## src/rtl/adaptive_fxp_pkg.sv

```systemverilog
// +--------------------------------------------------------------------------+
// | adaptive_fxp_pkg                                                         |
// | Shared state encoding, default sizing and sign-magnitude helpers for     |
// | the adaptive fixed-point MAC processing element.                         |
// | Rev 1.0                                                                  |
// +--------------------------------------------------------------------------+
`default_nettype none

package adaptive_fxp_pkg;

    localparam int c_DEF_DEC_PART  = 3;
    localparam int c_DEF_MANT_PART = 12;
    localparam int c_DEF_LANES     = 4;
    localparam int c_DEF_GUARD     = 4;
    localparam int c_DEF_MAX_LEN   = 256;

    typedef enum logic [1:0] {
        ST_IDLE  = 2'd0,
        ST_ACCUM = 2'd1,
        ST_DONE  = 2'd2
    } state_t;

    // Sign of (a + b) in sign-magnitude; a zero result is always positive.
    function automatic logic sm_result_sign(
        input logic a_sign,
        input logic b_sign,
        input logic a_ge_b,
        input logic is_zero
    );
        if (is_zero)
            return 1'b0;
        else if (a_sign == b_sign)
            return a_sign;
        else
            return a_ge_b ? a_sign : b_sign;
    endfunction

endpackage

`default_nettype wire

```

## src/rtl/sm_acc_lane.sv

```systemverilog
// +--------------------------------------------------------------------------+
// | sm_acc_lane                                                              |
// | One MAC lane: sign-magnitude multiply and accumulate, two's-complement   |
// | result. Saturation enabled by macro ADAPTIVE_FXP_PE_SAT_EN.              |
// | Rev 1.0                                                                  |
// +--------------------------------------------------------------------------+
`default_nettype none

module sm_acc_lane
    import adaptive_fxp_pkg::*;
#(
    parameter int DEC_PART  = c_DEF_DEC_PART,
    parameter int MANT_PART = c_DEF_MANT_PART,
    parameter int GUARD     = c_DEF_GUARD
) (
    input  logic                                         clock,
    input  logic                                         rstn,
    input  logic                                         clear,
    input  logic                                         enable,
    input  logic [DEC_PART+MANT_PART:0]                  image,
    input  logic [DEC_PART+MANT_PART:0]                  weight,
    output logic [2*(DEC_PART+MANT_PART)+GUARD:0]        acc_out,
    output logic                                         sat
);

    localparam int MW  = DEC_PART + MANT_PART;
    localparam int PMW = 2 * MW;
    localparam int AMW = PMW + GUARD;

    logic           r_sign;
    logic [AMW-1:0] r_mag;

    logic [PMW-1:0] w_prod_mag;
    logic           w_prod_sign;
    logic [AMW-1:0] w_prod_ext;
    logic           w_a_ge;
    logic [AMW-1:0] w_diff;
    logic [AMW-1:0] w_new_mag;
    logic           w_new_sign;

    assign w_prod_mag  = {{MW{1'b0}}, image[MW-1:0]} * {{MW{1'b0}}, weight[MW-1:0]};
    assign w_prod_sign = image[MW] ^ weight[MW];
    assign w_prod_ext  = {{GUARD{1'b0}}, w_prod_mag};
    assign w_a_ge      = (r_mag >= w_prod_ext);
    assign w_diff      = w_a_ge ? (r_mag - w_prod_ext) : (w_prod_ext - r_mag);

`ifdef ADAPTIVE_FXP_PE_SAT_EN
    logic [AMW:0] w_sum;
    logic         w_ovf;
    logic         r_sat;

    assign w_sum = {1'b0, r_mag} + {1'b0, w_prod_ext};

    always_comb begin
        w_ovf     = 1'b0;
        w_new_mag = w_diff;
        if (r_sign == w_prod_sign) begin
            w_ovf     = w_sum[AMW];
            w_new_mag = w_ovf ? {AMW{1'b1}} : w_sum[AMW-1:0];
        end
    end

    always_ff @(posedge clock or negedge rstn) begin
        if (!rstn)
            r_sat <= 1'b0;
        else if (clear)
            r_sat <= 1'b0;
        else if (enable && w_ovf)
            r_sat <= 1'b1;
    end

    assign sat = r_sat;
`else
    logic [AMW-1:0] w_sum;

    // Natural AMW-bit add gives the modulo-2^AMW wrap.
    assign w_sum = r_mag + w_prod_ext;

    always_comb begin
        w_new_mag = w_diff;
        if (r_sign == w_prod_sign)
            w_new_mag = w_sum;
    end

    assign sat = 1'b0;
`endif

    assign w_new_sign = sm_result_sign(r_sign, w_prod_sign, w_a_ge, (w_new_mag == '0));

    always_ff @(posedge clock or negedge rstn) begin
        if (!rstn) begin
            r_sign <= 1'b0;
            r_mag  <= '0;
        end else if (clear) begin
            r_sign <= 1'b0;
            r_mag  <= '0;
        end else if (enable) begin
            r_sign <= w_new_sign;
            r_mag  <= w_new_mag;
        end
    end

    assign acc_out = r_sign ? -{1'b0, r_mag} : {1'b0, r_mag};

endmodule

`default_nettype wire

```

## src/rtl/adaptive_fxp_mac_pe.sv

```systemverilog
// +--------------------------------------------------------------------------+
// | adaptive_fxp_mac_pe                                                      |
// | Multi-lane sign-magnitude dot-product PE with systolic pass-through.     |
// | Lane saturation enabled by macro ADAPTIVE_FXP_PE_SAT_EN. Rev 1.0         |
// +--------------------------------------------------------------------------+
`default_nettype none

module adaptive_fxp_mac_pe
    import adaptive_fxp_pkg::*;
#(
    parameter int DEC_PART  = c_DEF_DEC_PART,
    parameter int MANT_PART = c_DEF_MANT_PART,
    parameter int LANES     = c_DEF_LANES,
    parameter int GUARD     = c_DEF_GUARD,
    parameter int MAX_LEN   = c_DEF_MAX_LEN,
    localparam int W        = DEC_PART + MANT_PART + 1,
    localparam int PW       = 2 * (DEC_PART + MANT_PART) + 1,
    localparam int AW       = PW + GUARD,
    localparam int LW       = $clog2(MAX_LEN + 1)
) (
    input  logic                  clock,
    input  logic                  rstn,
    input  logic                  start,
    input  logic [LW-1:0]         len,
    input  logic                  in_valid,
    output logic                  in_ready,
    input  logic [LANES*W-1:0]    image,
    input  logic [LANES*W-1:0]    weight,
    output logic [LANES*W-1:0]    image_out,
    output logic [LANES*W-1:0]    weight_out,
    output logic                  valid_out,
    output logic                  out_valid,
    input  logic                  out_ready,
    output logic [LANES*AW-1:0]   out_acc,
    output logic [LANES-1:0]      out_sat,
    output logic                  busy
);

    state_t          r_state;
    state_t          w_state_next;
    logic [LW-1:0]   r_count;
    logic [LW-1:0]   r_len;
    logic [LW-1:0]   w_count_inc;
    logic            w_start_acc;
    logic            w_beat;
    logic [LANES*W-1:0] r_image_out;
    logic [LANES*W-1:0] r_weight_out;
    logic            r_valid_out;

    assign w_start_acc = start && (r_state == ST_IDLE);
    assign w_beat      = in_valid && in_ready;
    assign w_count_inc = r_count + LW'(1);

    always_ff @(posedge clock or negedge rstn) begin
        if (!rstn)
            r_state <= ST_IDLE;
        else
            r_state <= w_state_next;
    end

    always_comb begin
        w_state_next = r_state;
        case (r_state)
            ST_IDLE:  if (start) w_state_next = (len == '0) ? ST_DONE : ST_ACCUM;
            ST_ACCUM: if (w_beat && (w_count_inc == r_len)) w_state_next = ST_DONE;
            ST_DONE:  if (out_ready) w_state_next = ST_IDLE;
            default:  w_state_next = ST_IDLE;
        endcase
    end

    always_comb begin
        in_ready  = (r_state == ST_ACCUM);
        out_valid = (r_state == ST_DONE);
        busy      = (r_state != ST_IDLE);
    end

    always_ff @(posedge clock or negedge rstn) begin
        if (!rstn) begin
            r_count <= '0;
            r_len   <= '0;
        end else if (w_start_acc) begin
            r_count <= '0;
            r_len   <= len;
        end else if (w_beat) begin
            r_count <= w_count_inc;
        end
    end

    // Systolic forward of the last accepted beat; valid_out pulses once per beat.
    always_ff @(posedge clock or negedge rstn) begin
        if (!rstn) begin
            r_image_out  <= '0;
            r_weight_out <= '0;
            r_valid_out  <= 1'b0;
        end else begin
            r_valid_out <= w_beat;
            if (w_beat) begin
                r_image_out  <= image;
                r_weight_out <= weight;
            end
        end
    end

    assign image_out  = r_image_out;
    assign weight_out = r_weight_out;
    assign valid_out  = r_valid_out;

    generate
        for (genvar gi = 0; gi < LANES; gi++) begin : g_lane
            sm_acc_lane #(
                .DEC_PART  (DEC_PART),
                .MANT_PART (MANT_PART),
                .GUARD     (GUARD)
            ) u_lane (
                .clock   (clock),
                .rstn    (rstn),
                .clear   (w_start_acc),
                .enable  (w_beat),
                .image   (image[gi*W +: W]),
                .weight  (weight[gi*W +: W]),
                .acc_out (out_acc[gi*AW +: AW]),
                .sat     (out_sat[gi])
            );
        end
    endgenerate

endmodule

`default_nettype wire
```

## config.mk

```make
export PLATFORM = sky130hd
export DESIGN_NAME = adaptive_fxp_mac_pe
export DESIGN_NICKNAME = d
export VERILOG_FILES = /design/src/rtl/adaptive_fxp_pkg.sv /design/src/rtl/sm_acc_lane.sv /design/src/rtl/adaptive_fxp_mac_pe.sv
export SDC_FILE = /design/constraint.sdc
export NUM_CORES = 2
export LEC_CHECK = 0
export CAP_MARGIN = 25
export CORE_ASPECT_RATIO = 0.8
export CORE_MARGIN = 2
export CORE_UTILIZATION = 45
export CTS_CLUSTER_SIZE = 10
export DETAILED_ROUTE_END_ITERATION = 8
export PLACE_DENSITY = 0.72
export SYNTH_ARGS = -nofsm -noshare
export SYNTH_HDL_FRONTEND = slang
export SYNTH_HIERARCHICAL = 1
export SYNTH_SLANG_ARGS = --single-unit
```

## constraint.sdc

```tcl
create_clock -name clock -period 6.69 [get_ports clock]
set_input_delay 0.669 -clock clock [delete_from_list [all_inputs] [get_ports clock]]
set_output_delay 0.669 -clock clock [all_outputs]
set_load 0.02 [all_outputs]
```

==> results.env <==
SYNTH_WARNINGS=6
SYNTH.DISTINCT_CELLS=114
ASYNCSETRESETFLOPFRACSYNTH_PCT=100.0
TRITONCTS_CLOCK_TREE='done'
ENDPOINT_KIND='flip-flop'
DRIVE_GT1_SHARE_PCT=30.40
VIOLATED_CHECKS='negative setup slack'
GRT_FIRST_PASS_WIRELENGTH_UM=396400
FIN_WORST_HOLD_SLACK_NS=0.03689
SLEW-LIMIT-HEADROOM_PCT=12.91
WORSTSKEWPAIRLATENCY_NS=0.67
DIEWIDTH_UM=430.4
POST_DRT_VIA_CELL_RATIO=5.568
H-TREE-DEPTH=2
ROUTEDWLPERCELL_UM=20.92
DETAILEDPLACEMENTHPWL_UM=205000
ROWS=125
CRITICAL_PATH.SLOWEST_CELL='fa_2'
NUMBER_OF_ANTENNA_VIOLATIONS_AT_THE_FIRST_CHECK_IN_GLOBAL_ROUTING=8
FINALCLOCKSKEW_NS=0.03218
GP_CONGESTION=0.9916
FINALCRITICALPERIOD_NS=9.743
WORSTSETUPPATHTYPE='in2reg'
GROUTE.USAGE.OVERALL_PCT=33.62
NETLIST_INSTANCES=8228
TRITONCTS_NUM_SINKS=289
FINAL_CORE_UTILIZATION_PCT=65.15
GRT_PASS1_VIAS=69440
DETAIL_ROUTE.WIRELENGTH_UM=259600
CAP_VIOL_MAX_COUNT=0
SYNTH_FLOP_CELL='dfrtp_1'
RSZ0062_AT_GRT='yes'
DRT_ITER0_MARKERS=5951
CRITICAL-PATH-TOP-CELL-BY-COUNT='inv_1'
HOLD_BUFFER_COUNT_AT_CTS=0
MIN_PERIOD_OVER_PERIOD_PCT=145.6
POSTLAYOUTSETUPSLACKWORST_NS=-3.053
MAPPEDNETLISTAREA_MM2=0.06546
CLOCK_TREE.BUFFER_DEPTH=3
FILLER_CELL_COUNT=12000
PLACEABLECOREAREA_MM2=0.1448
POSTSYNTHREGISTERBITS=289
SYN_NETS=9791
SYNTH-SEQ-AREA-SHARE_PCT=11.05
TRITONCTS.NUM_BUFFERS=43
CLKSLEWWORSTSETUPHOLDPATHS_NS=0.06
CTS-ROOT-BUF='clkbuf_16'
PIN_COUNT=418
PIN_COUNT_OF_THE_BIGGEST_NET_ENTERING_GLOBAL_ROUTING=151
WORST-SLEW-PIN-TRANSITION_NS=1.300
FINAL_MAX_SLEW_VIOLATION_COUNT=0
IO_BUFFERS=413
FP.DIEH_UM=345.1
CPPEAKSTAGEDELAY_NS=0.52
SYN2LAYOUT_AREA_GROWTH_PCT=44.14
FINALHOLDVIOLCOUNT=0
STARTPOINT_TYPE='input pin'
DRT-PASS1-ITER-COUNT=6
GRT.OVERFLOW.TOTAL=0
ANT_NETS=0
FP.DIEAREA_MM2=0.1486
CP_DATA_ARRIVAL_TIME_NS=10.27
MAX_CLOCK_FREQ_MHz=102.6
SYNTH_AREA_PER_CELL_UM2=7.956
DRC=0
STARTING_DENSITY_OF_THE_CORE_PCT=45.20
STATUS='finished, violations left'
CLASS_OF_THE_MOST_CRITICAL_HOLD_TIMING_PATH='in2async'
PATH_MAX_FANOUT=10
CRIT_REQUIRED_NS=7.22
DETAILROUTE.VIA_COUNT=69090
SYNTH_ENABLE_FLOP_CELLS=0
SETUP_VIOL_COUNT_FINAL=136
FINALNETCOUNT=12030
-- layout make-up --
type / instances / area (um^2) / area share (%)
multi-input cells: 6339 / 57080 / 60.49
clock inverters: 20 / 324.1 / 0.3434
well taps: 1905 / 2384 / 2.526
clock buffers: 53 / 1165 / 1.235
diodes: 4 / 10.01 / 0.01061
flip-flops and latches: 289 / 7232 / 7.664
repair buffers: 2594 / 21640 / 22.93
inverters: 1203 / 4528 / 4.799
-- what timing repair did --
action,4_1_cts,5_1_grt
buffers inserted,192,148
setup endpoints to repair,136,136
cloned,1,3
pin swaps,343,426
resized for setup,721,698
-- cell usage in the layout, fill, tap and decap left out, types with 289 or more instances in the layout --
master	netlist	routed
buf_4	14	1958
nand2_1	1047	1000
nor2_1	460	431
inv_1	1195	1137
and2_1	566	494
a21oi_1	417	358
ha_1	741	687
fa_1	680	666
clkdlybuf4s50_1	0	307
dfrtp_1	289	289
-- cell usage after synthesis, types with 23 or more instances --
| cell type | instances | area [um^2] |
|---|---|---|
| a2111oi_0 | 28 | 245.2 |
| a211o_1 | 25 | 219.0 |
| a211oi_1 | 90 | 675.7 |
| a21o_1 | 107 | 803.3 |
| a21oi_1 | 417 | 2087 |
| a31oi_1 | 90 | 563.0 |
| and2_1 | 566 | 3541 |
| and3_1 | 40 | 250.2 |
| buf_1 | 28 | 105.1 |
| buf_2 | 39 | 195.2 |
| clkbuf_1 | 306 | 1149 |
| dfrtp_1 | 289 | 7232 |
| fa_1 | 680 | 13610 |
| ha_1 | 741 | 9271 |
| inv_1 | 1195 | 4486 |
| mux2i_1 | 104 | 1041 |
| nand2_1 | 1047 | 3930 |
| nand2b_1 | 50 | 312.8 |
| nand3_1 | 112 | 560.5 |
| nand4_1 | 82 | 513.0 |
| nor2_1 | 460 | 1727 |
| nor2b_1 | 74 | 462.9 |
| nor3_1 | 130 | 650.6 |
| nor4_1 | 51 | 319.1 |
| o211ai_1 | 48 | 360.4 |
| o21a_1 | 46 | 345.3 |
| o21ai_0 | 260 | 1301 |
| o21bai_1 | 78 | 585.6 |
| o31a_1 | 23 | 201.4 |
| o31ai_1 | 87 | 653.1 |
| o41ai_1 | 23 | 201.4 |
| or2_2 | 24 | 150.1 |
| or3_1 | 54 | 337.8 |
| or4_1 | 35 | 262.8 |
| xnor2_1 | 321 | 2811 |
| xor2_1 | 67 | 586.8 |
-- final timing paths --
| check | to | from | depth (start not counted) | slack [ns] |
|---|---|---|---|---|
| max | g_lane[3].u_lane/r_sign$_DFFE_PN0P_ | image[51] | 42 | -3.05 |
| min | image_out[45]$_DFFE_PN0P_ | rstn | 1 | 0.04 |
| max reg2reg | g_lane[3].u_lane/r_sign$_DFFE_PN0P_ | g_lane[3].u_lane/r_mag[8]$_DFFE_PN0P_ | 18 | 1.56 |
| min reg2reg | image_out[14]$_DFFE_PN0P_ | image_out[14]$_DFFE_PN0P_ | 2 | 0.47 |
| max in group asynchronous | g_lane[1].u_lane/r_mag[5]$_DFFE_PN0P_ | rstn | 2 | 5.33 |
| min in group clock | image_out[19]$_DFFE_PN0P_ | image[19] | 3 | 0.28 |
-- through the flow --
step | setup WS, ns | cells | instance area (um^2) | setup TNS (ns)
global placement | -4.208 | 12060 | 85760 | -445.30
CTS | -2.959 | 12320 | 90750 | -286.73
global route | -3.288 | 12410 | 94350 | -331.37
floorplan | -2.993 | 8228 | 66520 | -272.26
finish | -3.053 | 12410 | 94360 | -296.65
detailed placement | -4.361 | 12060 | 85770 | -460.91
-- registers in the layout, summed over array words and instances, names as in the netlist --
name / cells
g_lane.u_lane/r_sign: 4
g_lane.u_lane/r_mag: 136
valid_out: 1
r_len: 9
r_count: 9
image_out: 64
weight_out: 64
r_state: 2
-- routing by layer --
| layer | GRT usage (%) | vias up | part of all wire (%) |
|---|---|---|---|
| li1 | - | 31710 | - |
| met1 | 47.49 | 34150 | 43 |
| met2 | 52.54 | 2750 | 45 |
| met3 | 4.457 | 472 | 7.4 |
| met4 | 12.19 | 6 | 4.4 |
| met5 | 0 | - | 0.016 |
-- kinds of logic after synthesis --
logic type | synth area share [%]
buffers and inverters | 9.435
other | 0.02293
multiplexers | 1.923
flip-flops | 11.05
XOR/XNOR | 5.191
AND/OR/NAND/NOR | 21.28
adder cells (fa/ha/maj) | 34.98
AO/OA/AOI/OAI | 16.12
-- critical path: cells and delay by family --
family                   cells  cell delay (ns)
adder cells (fa/ha/maj)      8             3.13
AND/OR/NAND/NOR             12             2.57
AO/OA/AOI/OAI               11             2.22
buffers and inverters        9             1.08
multiplexers                 2             0.55
Power is not shown: default switching activity piles up to over one toggle a cycle in this logic, so the estimate is an artifact.
